**src/rtl/ext_unit_skid.sv**
```systemverilog
// Pipelined immediate-extension stage (ID -> EX) with a 2-entry skid buffer.
// The main entry drives out_*; the skid entry catches one result while downstream stalls.
module ext_unit_skid #(
  parameter int IN_W  = 16,
  parameter int OUT_W = 32,
  parameter int TAG_W = 5
) (
  input  logic             clk,
  input  logic             rst,
  input  logic             flush,
  input  logic             in_valid,
  output logic             in_ready,
  input  logic [IN_W-1:0]  in_data,
  input  logic [2:0]       in_op,
  input  logic [TAG_W-1:0] in_tag,
  output logic             out_valid,
  input  logic             out_ready,
  output logic [OUT_W-1:0] out_data,
  output logic [TAG_W-1:0] out_tag,
  output logic             out_bad_op,
  output logic             err_sticky
);

  localparam int PAD_W = OUT_W - IN_W;

  localparam logic [2:0] OP_ZERO    = 3'b000;
  localparam logic [2:0] OP_SIGNED  = 3'b001;
  localparam logic [2:0] OP_HIGHPOS = 3'b010;
  localparam logic [2:0] OP_SHL2    = 3'b011;

  logic             main_valid;
  logic             skid_valid;
  logic [OUT_W-1:0] skid_data;
  logic [TAG_W-1:0] skid_tag;
  logic             skid_bad_op;

  logic [OUT_W-1:0] sext_data;
  logic [OUT_W-1:0] new_data;
  logic             new_bad_op;
  logic             accept;
  logic             pop;

  // Handshake: a transfer happens on a rising edge where valid and ready are both high;
  // the producer holds its payload stable until that edge, ready never depends on valid.
  assign in_ready  = !skid_valid;
  assign out_valid = main_valid;
  assign accept    = in_valid && in_ready;
  assign pop       = main_valid && out_ready;

  always_comb begin
    sext_data  = {{PAD_W{in_data[IN_W-1]}}, in_data};
    new_data   = '0;
    new_bad_op = 1'b0;
    case (in_op)
      OP_ZERO:    new_data = {{PAD_W{1'b0}}, in_data};
      OP_SIGNED:  new_data = sext_data;
      OP_HIGHPOS: new_data = {in_data, {PAD_W{1'b0}}};
      OP_SHL2:    new_data = sext_data << 2;
      default:    new_bad_op = 1'b1;
    endcase
  end

  always_ff @(posedge clk) begin
    if (rst) begin
      main_valid  <= 1'b0;
      skid_valid  <= 1'b0;
      out_data    <= '0;
      out_tag     <= '0;
      out_bad_op  <= 1'b0;
      skid_data   <= '0;
      skid_tag    <= '0;
      skid_bad_op <= 1'b0;
      err_sticky  <= 1'b0;
    end else begin
      // A squashed accept still records that an illegal op reached this stage.
      if (accept && new_bad_op)
        err_sticky <= 1'b1;

      if (flush) begin
        main_valid <= 1'b0;
        skid_valid <= 1'b0;
      end else if (skid_valid && pop) begin
        out_data   <= skid_data;
        out_tag    <= skid_tag;
        out_bad_op <= skid_bad_op;
        skid_valid <= 1'b0;
      end else if (accept && (!main_valid || pop)) begin
        out_data   <= new_data;
        out_tag    <= in_tag;
        out_bad_op <= new_bad_op;
        main_valid <= 1'b1;
      end else if (accept) begin
        skid_data   <= new_data;
        skid_tag    <= in_tag;
        skid_bad_op <= new_bad_op;
        skid_valid  <= 1'b1;
      end else if (pop) begin
        main_valid <= 1'b0;
      end
    end
  end

endmodule
```
**config.mk**
```make
export PLATFORM = sky130hd
export DESIGN_NAME = ext_unit_skid
export DESIGN_NICKNAME = d
export VERILOG_FILES = /design/src/rtl/ext_unit_skid.sv
export SDC_FILE = /design/constraint.sdc
export NUM_CORES = 1
export LEC_CHECK = 0
export BUFFER_PORTS_ARGS = -buffer_cell sky130_fd_sc_hd__buf_2
export CAP_MARGIN = 20
export CORE_UTILIZATION = 55
export CTS_BUF_LIST = sky130_fd_sc_hd__clkbuf_4 sky130_fd_sc_hd__clkbuf_8 sky130_fd_sc_hd__clkbuf_16
export CTS_CLUSTER_DIAMETER = 100
export CTS_CLUSTER_SIZE = 12
export DETAILED_ROUTE_END_ITERATION = 8
export PLACE_DENSITY = 0.79
export SLEW_MARGIN = 20
export SYNTH_ARGS = -nofsm -noshare
export SYNTH_HDL_FRONTEND = slang
export SYNTH_SLANG_ARGS = --single-unit
```
**constraint.sdc**
```tcl
create_clock -name clk -period 2 [get_ports clk]
set_input_delay 0.2 -clock clk [delete_from_list [all_inputs] [get_ports clk]]
set_output_delay 0.2 -clock clk [all_outputs]
set_load 0.01 [all_outputs]
```
### Word level (Yosys, flattened, before mapping)

Cells that the tools add are included.

* add/subtract/negate cells: 0
* multipliers: 0
* div/mod/pow operators: 0
* order comparisons: 0
* eq/ne operators: 4
* shift operators: 0
* mux-type cells: 11
* bitwise logic cells: 3
* reduce and logical (&&, ||, !) cells: 18

Operators with widths (number)
* case mux 32 bit (4 select lines): 1
* two-way mux 32 bit: 2
* two-way mux 5 bit: 2
* equality test 3 x 2 -> 1 bit (second input constant): 2
* two-way mux 1 bit: 6
* logical AND 1 bit: 5
* AND reduction 2 bit: 2
* AND reduction 4 bit: 1
* nonzero test 2 bit: 2
* OR reduction 4 bit: 1
* equality test 3 x 1 -> 1 bit (second input constant): 1
* zero test 3 bit: 1
* inverter 1 bit: 3
* AND reduction 3 bit: 1
* OR reduction 3 bit: 1
* zero test 1 bit: 2
* inequality test 2 x 1 -> 1 bit (second input constant): 1
* OR reduction 2 bit: 1
* logical OR 1 bit: 1

* register bits after elaboration: 79
* bits in latches: 0
* bits in writable memories: 0
* bits in read-only memories: 0
* input bits: 29
* output and inout port bits: 41
* memories: 0

### Depth between registers and ports, before layout

Gate-level depths: netlist (run 1).

* word-level depth: 5
* gate-level depth with buffers: 6
* depth with buffers taken out: 4

### Least setup slack after synthesis (run 1)

Ideal clock, no wire load.

* path type: register -> register
* start point: register main_valid (netlist: out_valid)
* end point: register out_data[23]
* setup time: 0.086 ns
* arrival: 1.355 ns
* setup slack: 0.560 ns
* cell stages (with the launch flop): 6
* buffers on the path: 1
* cells stage by stage: dfxtp_1 nand2_1 a211oi_4 buf_2 nor2_1 a211oi_1

* word-level cells in the longest chain between the ends: 5
* elaborated cells on any way between the ends: 8
* those cells by class: 1 x mux; 7 x reduce/logical

RTL lines
* start: declaration: RTL line 31 `logic main_valid;`
* start signal: assignment: RTL line 65 `main_valid <= 1'b0;`
* start signal: assignment: RTL line 80 `main_valid <= 1'b0;`
* start signal: assignment: RTL line 91 `main_valid <= 1'b1;`
* zero test 1 bit / logical AND 1 bit (equally long branches): RTL line 87, 48
* logical OR 1 bit: RTL line 87 `end else if (accept && (!main_valid || pop)) begin`
* logical AND 1 bit: RTL line 87
* nonzero test 2 bit (no source line)
* AND reduction 2 bit (no source line)
* end signal: assignment: RTL line 83 `out_data <= skid_data;`
* end signal: assignment: RTL line 88 `out_data <= new_data;`
* end: declaration: RTL line 18 `output logic [OUT_W-1:0] out_data,`

Several ways; a longest one is shown, not always the timed one.
A chain may end at the register's enable or synchronous reset.

### Final worst setup path (run 1)

* start point: register main_valid (netlist: out_valid)
* end point: register out_tag[4]

* word-level cells in the longest chain between the ends: 5
* elaborated cells on any way between the ends: 8
* those cells by class: 1 x mux; 7 x reduce/logical

RTL lines
* zero test 1 bit / logical AND 1 bit (equally long branches): RTL line 87, 48
* logical OR 1 bit: RTL line 87
* logical AND 1 bit: RTL line 87
* nonzero test 2 bit (no source line)
* AND reduction 2 bit (no source line)
* end signal: assignment: RTL line 84 `out_tag <= skid_tag;`
* end signal: assignment: RTL line 89 `out_tag <= in_tag;`
* end: declaration: RTL line 19 `output logic [TAG_W-1:0] out_tag,`

Several ways; a longest one is shown, not always the timed one.

==> impl_metrics.csv, run 1 <==
group,metric,value,unit
synth,synth_edf_count,0,
clock_tree,cts_tree,"done",
power_and_ir_drop,ir_drop,0.000489,V
detailed_routing,dr.pass1.iters,4,
place,dp_hpwl,5790,um
setup_path,r2r_end,"out_tag[4]",
floorplanning,initial_core_util,0.573,
clock_tree,cts.repair.resized,0,
sta,finalSetupViolCount,0,
floorplanning,die_x,83.3,um
synth,post-synth-top-area-cell,"dfxtp_1",
sta,worst_pin_slew,657,ps
setup_path,r2r_cells,4,
setup_path,cp.depth,4,
detailed_routing,drcViolationCount,0,
hold_path,hold_path_depth,3,
clock_tree,insertion_delay,350,ps
place,gp_congestion,0.849,
detailed_routing,final_antenna_net_count,0,
detailed_routing,viasPerCell,5.69,
synth,synth_area_leaders,"dfxtp_1 43%, nand2_1 10%, a21oi_1 9.4%",
setup_path,cp_slowest_cell,"and3_1",
sta,timing.final.ws_setup,301,ps
sta,hold-worst-slack,95.5,ps
detailed_routing,routedWlPerCell,14.8,um
global_routing,grt-ovfl-total,0,
sta,finalCritPeriodShare,0.849,
power_and_ir_drop,leakagePower,1.70,nW
setup_path,critPathMaxFanout,18,
setup_path,crit_type,"flip-flop to flip-flop",
global_routing,antenna_found_initial,0,
synth,async_reset_ff_frac,0,
sta,maxSlewViolCount,0,
floorplanning,coreArea,6350,um^2
sta,relSlewSlack,0.562,
synth,synth.top_cells.by_count,"97 x nand2_1, 79 x dfxtp_1, 68 x a21oi_1, 40 x nor2_1, 30 x a211oi_1",
synth,ys_warn_count,0,
synth,syn_area_per_cell,7.75,um^2
clock_tree,cts_hold_buf,0,
clock_tree,clk_pin_slew,80,ps
setup_path,path_cells,"and3_1 -> buf_4 -> nand2_1 -> a311oi_1",
setup_path,crit_path_start_kind,"flip-flop",
floorplanning,io_pins,70,
setup_path,path_buf_inv,1,
floorplanning,num_rows,29,
hold_path,hold_path.class,"input port to flip-flop",
hold_path,hold_end,"skid_tag[1]",
clock_tree,cts_setup_buffers,0,
clock_tree,cts-root-buf,"clkbuf_8",
setup_path,endpoint_kind,"flip-flop",
layout,layout-drive-gt1-share,0.190,
flow_run,maxCapViolations,0,
synth,synth_cells,469,
sta,fmaxAchievable,0.589,GHz
setup_path,reg2reg_from,"out_valid",
clock_tree,cts_buffers,9,
layout,diodes,0,
setup_path,crit_arrival,1960,ps
synth,ys_ff_latch,79,
global_routing,grt_pass1_wl,14500,um
sta,skew,6.04,ps
synth,yosysMostFrequentCell,"nand2_1",
layout,n_fill_cell,563,
setup_path,critical-path-top-delay-family,"simple AND/OR/NAND/NOR gates",
synth,synth_nets,498,
sta,post-route-min-period,1700,ps
detailed_routing,routed_wl,8860,um
global_routing,grt_max_degree,63,
sta,final.setup.tns,0,ps
hold_path,hold_start,"in_tag[1]",
synth,yosysSeqAreaShare,0.435,
layout,nets,545,
sta,grt_setup_unrepaired,"no",
clock_tree,clockBufferDepth,2,
synth,yosysTopAreaCellShare,0.435,
synth,synth_cell_type_count,28,
place,pre_cts_ws,313,ps
setup_path,required,2260,ps
setup_path,crit_path_max_incr_delay,580,ps
synth,syn-cell-area,3640,um^2
global_routing,grt_pass1_vias,3029,
floorplanning,die_y,83.3,um
floorplanning,dieArea,6940,um^2
sta,final_hold_viol_count,0,
clock_tree,cts_htree_levels,3,
place,io_buffers,69,
power_and_ir_drop,power_density,800,nW/um^2
setup_path,r2r_slack,300,ps
synth,synth_ff_type,"dfxtp_1",
status,outcome,"finished clean",
clock_tree,clock_sinks,79,
detailed_routing,vias,3405,
layout,synthToLayoutAreaGrowth,16.1,%
detailed_routing,drt-initial-drc-count,242,
global_routing,grtUsageTotal,0.262,
routing by layer:
metal  GRT usage  share of wire
met5           0              0
met4       0.130          0.022
met3      0.0477          0.057
met2       0.414           0.48
met1       0.343           0.44
cells in the final DEF, fill, tap and decap left out, types with 3 or more instances in the layout:
cell type  instances
nand2_1           97
dfxtp_1           79
buf_2             69
a21oi_1           68
nor2_1            40
a211oi_1          30
mux2i_1           15
nand2b_1          15
nand3b_1          14
nand3_1           14
nor3_1            14
and2_1            13
a311oi_1          10
clkbuf_8          10
buf_4              8
nor3b_1            3
clkinv_2           3
final cells by class:
cell class	instances	area (um^2)	area share
Clock inverter	6	83.8	0.0199
Sequential cell	79	1580	0.375
Inverter	2	7.51	0.00178
Timing Repair Buffer	79	445	0.105
Tap cell	77	96.3	0.0228
Clock buffer	10	138	0.0326
Multi-Input combinational cell	345	1870	0.443
worst max-delay path by stage:
stage,startpoint,to
floorplan,out_valid,out_data[23]
global route,out_valid,out_data[2]
global placement,in_op[1],out_data[16]
CTS,out_valid,out_tag[4]
finish,out_valid,out_tag[4]
detailed placement,out_valid,out_tag[4]
where the power goes:
group	total [mW]	internal [mW]	switching, mW
Sequential	1.66	1.63	0.0298
Combinational	0.400	0.154	0.247
Clock	1.32	0.732	0.585
metrics by stage:
step / cell area [um^2] / power (mW) / std cells / utilization
5_1_grt: 4220 / 3.52 / 598 / 0.665
2_1_floorplan: 3640 / 1.94 / 469 / -
6_report: 4220 / 3.38 / 598 / 0.665
3_3_place_gp: 4000 / 2.08 / 582 / 0.630
4_1_cts: 4220 / 3.39 / 598 / 0.665
3_5_place_dp: 4000 / 2.09 / 582 / 0.630
tightest hold or removal path: stages:
cell,delay [ps]
buf_2,100
nand2_1,50
a21oi_1,50
sequential cells by signal (all words and copies together) (netlist names):
name	count
err_sticky	1
out_valid	1
skid_tag	5
skid_bad_op	1
skid_valid	1
out_data	32
skid_data	32
out_tag	5
out_bad_op	1
cell families (layout without fill, tap and decap cells):
group,count (synthesis),after routing,share of synthesized area
buf+inv,45,97,0.0533
simple gates,216,216,0.275
compound gates,114,114,0.195
flops,79,79,0.435
mux,15,15,0.0413
No activity file was read; power rests on OpenSTA's default activity.
==> inputs of run 2 (changes only) <==
--- a/config.mk
+++ b/config.mk
@@ -7,12 +7,12 @@
 export LEC_CHECK = 0
 export BUFFER_PORTS_ARGS = -buffer_cell sky130_fd_sc_hd__buf_2
 export CAP_MARGIN = 20
-export CORE_UTILIZATION = 55
+export CORE_UTILIZATION = 50
 export CTS_BUF_LIST = sky130_fd_sc_hd__clkbuf_4 sky130_fd_sc_hd__clkbuf_8 sky130_fd_sc_hd__clkbuf_16
 export CTS_CLUSTER_DIAMETER = 100
 export CTS_CLUSTER_SIZE = 12
 export DETAILED_ROUTE_END_ITERATION = 8
-export PLACE_DENSITY = 0.79
+export PLACE_DENSITY = 0.76
 export SLEW_MARGIN = 20
 export SYNTH_ARGS = -nofsm -noshare
 export SYNTH_HDL_FRONTEND = slang
==> constraint.sdc (replaced) <==
create_clock -name clk -period 1.5 [get_ports clk]
set_input_delay 0.15 -clock clk [delete_from_list [all_inputs] [get_ports clk]]
set_output_delay 0.15 -clock clk [all_outputs]
set_load 0.01 [all_outputs]
==> run 2 against run 1 <==
Global-route usage down 0.38 points. Combinational power up 51%. Sequential share of layout area down 2.0 points. Non-clock buffer count up 11. Sequential cell count unchanged. Routed wire length up 3.5%. Critical path type unchanged. Critical endpoint is now out_data[17]. Power up 29%. Final cell count up 5.0%.
==> impl_metrics.csv, run 2 (same netlist as run 1, synthesis figures left out) <==
group,metric,value,unit
hold_path,hold_path.class,"input port to flip-flop",
layout,layout-drive-gt1-share,0.220,
sta,finalCritPeriodShare,0.962,
global_routing,grt-ovfl-total,0,
layout,final_core_util,0.648,
layout,final_cell_mix,"96 x nand2_1, 77 x dfxtp_1, 69 x buf_2",
global_routing,grt_max_degree,39,
clock_tree,clock_sinks,79,
global_routing,antenna_found_initial,0,
sta,timing.final.ws_setup,56.4,ps
power_and_ir_drop,seq_power_share,0.506,
detailed_routing,routed_wl,9170,um
setup_path,required,1750,ps
setup_path,crit_arrival,1700,ps
global_routing,grtUsageTotal,0.258,
layout,n_fill_cell,627,
sta,grt_setup_unrepaired,"yes",
place,dp_hpwl,5970,um
floorplanning,dieArea,7620,um^2
layout,diodes,0,
detailed_routing,final_antenna_net_count,0,
status,outcome,"finished clean",
layout,synthToLayoutAreaGrowth,23.1,%
layout,final_area,4480,um^2
place,pre_cts_ws,-90.0,ps
layout,reg.largest.list,"out_data: 32 flops, skid_data: 32 flops",
power_and_ir_drop,p_comb_frac,0.138,
clock_tree,cts_buffers,9,
floorplanning,io_pins,70,
sta,hold-worst-slack,40.1,ps
clock_tree,clockBufferDepth,2,
place,io_buffers,69,
setup_path,critical-path-top-delay-family,"compound AO/OA/AOI/OAI gates",
setup_path,crit_path_max_incr_delay,340,ps
sta,fmaxAchievable,0.693,GHz
detailed_routing,viasPerCell,5.51,
floorplanning,die_y,87.3,um
power_and_ir_drop,internal_power,3.21,mW
place,gp_congestion,0.857,
sta,skew,7.78,ps
power_and_ir_drop,p_switching,1.15,mW
setup_path,critPathMaxFanout,16,
setup_path,r2r_slack,60,ps
power_and_ir_drop,ir_drop,0.000541,V
power_and_ir_drop,finalPower,4.37,mW
place,dpl_cell_area,4170,um^2
clock_tree,clk_pin_slew,80,ps
sta,post-route-min-period,1440,ps
setup_path,crit_type,"flip-flop to flip-flop",
sta,worst_pin_slew,432,ps
detailed_routing,drcViolationCount,0,
detailed_routing,dr.pass1.iters,5,
detailed_routing,drt-initial-drc-count,194,
sta,finalSetupViolCount,0,
power_and_ir_drop,leakagePower,1.80,nW
clock_tree,cts_htree_levels,3,
sta,final_hold_viol_count,0,
floorplanning,coreArea,6910,um^2
floorplanning,initial_core_util,0.526,
floorplanning,die_x,87.3,um
clock_tree,cts-root-buf,"clkbuf_8",
clock_tree,cts_hold_buf,0,
flow_run,maxCapViolations,0,
detailed_routing,routedWlPerCell,14.6,um
setup_path,path_buf_inv,2,
global_routing,grt_pass1_wl,15200,um
layout,nets,556,
global_routing,grt_pass1_vias,3104,
setup_path,cp_slowest_cell,"dfxtp_2",
power_and_ir_drop,pwr-share-clk,0.355,
sta,relSlewSlack,0.711,
detailed_routing,vias,3458,
setup_path,crit_path_start_kind,"flip-flop",
clock_tree,cts_tree,"done",
power_and_ir_drop,power_density,975,nW/um^2
sta,maxSlewViolCount,0,
setup_path,path_cells,"nand2b_4 -> a211oi_4 -> buf_6 -> buf_12 -> nor2_1 -> a211oi_1",
setup_path,endpoint_kind,"flip-flop",
layout,final_common_cell,"nand2_1",
power_and_ir_drop,sw_frac_of_total,0.264,
floorplanning,num_rows,30,
clock_tree,insertion_delay,350,ps
[run 2: changes by cell type in the layout (fill, tap and decap cells not counted), moves of 2 or more]
cell / delta
a211oi_1: -2
bufbuf_16: +2
buf_12: +7
dfxtp_1: -2
a211oi_2: +2
[run 2: per-layer routing]
layer | up-vias | GRT usage | wire (um)
li1 | 1729 | - | -
met1 | 1594 | 0.340 | 3950
met2 | 114 | 0.406 | 4510
met3 | 21 | 0.0474 | 488
met4 | 0 | 0.127 | 226
met5 | - | 0 | 0
[run 2: power by group through the flow]
stage	combinational (mW)	clock (mW)	sequential, mW
6_report	0.604	1.55	2.21
5_1_grt	0.668	1.68	2.22
4_1_cts	0.598	1.58	2.21
3_5_place_dp	0.562	0	2.26
3_3_place_gp	0.554	0	2.26
2_1_floorplan	0.300	0	2.29
[run 2: per-stage QoR]
step / setup TNS (ps) / std cells
after floorplan: 0 / 469
after global placement: -13.3 / 609
after detailed placement: -619 / 609
after CTS: 0 / 628
after global routing: -56.5 / 628
final: 0 / 628
[run 2: path summary, 6_finish.rpt]
| kind | start | endpoint | cells past startpoint |
|---|---|---|---|
| max | skid_valid | out_data[17] | 6 |
| min | in_tag[3] | skid_tag[3] | 3 |
| max reg2reg | skid_valid | out_data[17] | 6 |
| min reg2reg | skid_data[13] | skid_data[13] | 2 |
[run 2: layout make-up]
| class | instances | area (um^2) | area share |
|---|---|---|---|
| Multi-Input combinational cell | 345 | 1900 | 0.424 |
| Sequential cell | 79 | 1590 | 0.354 |
| Timing Repair Buffer | 90 | 669 | 0.150 |
| Clock buffer | 10 | 131 | 0.0294 |
| Tap cell | 96 | 120 | 0.0268 |
| Clock inverter | 6 | 61.3 | 0.0137 |
| Inverter | 2 | 7.51 | 0.00168 |
[run 2: worst min-delay path, delay by kind of cell]
| kind | cells | cell delay [ps] |
|---|---|---|
| simple gates | 1 | 50 |
| compound gates | 1 | 50 |
| buf+inv | 1 | 100 |
[run 2: timing repair]
action	in CTS	in global routing
pin swaps	1	1
setup buffers	1	0
endpoints found under the setup margin	24	31
gates cloned	2	0
gates resized for setup	5	6
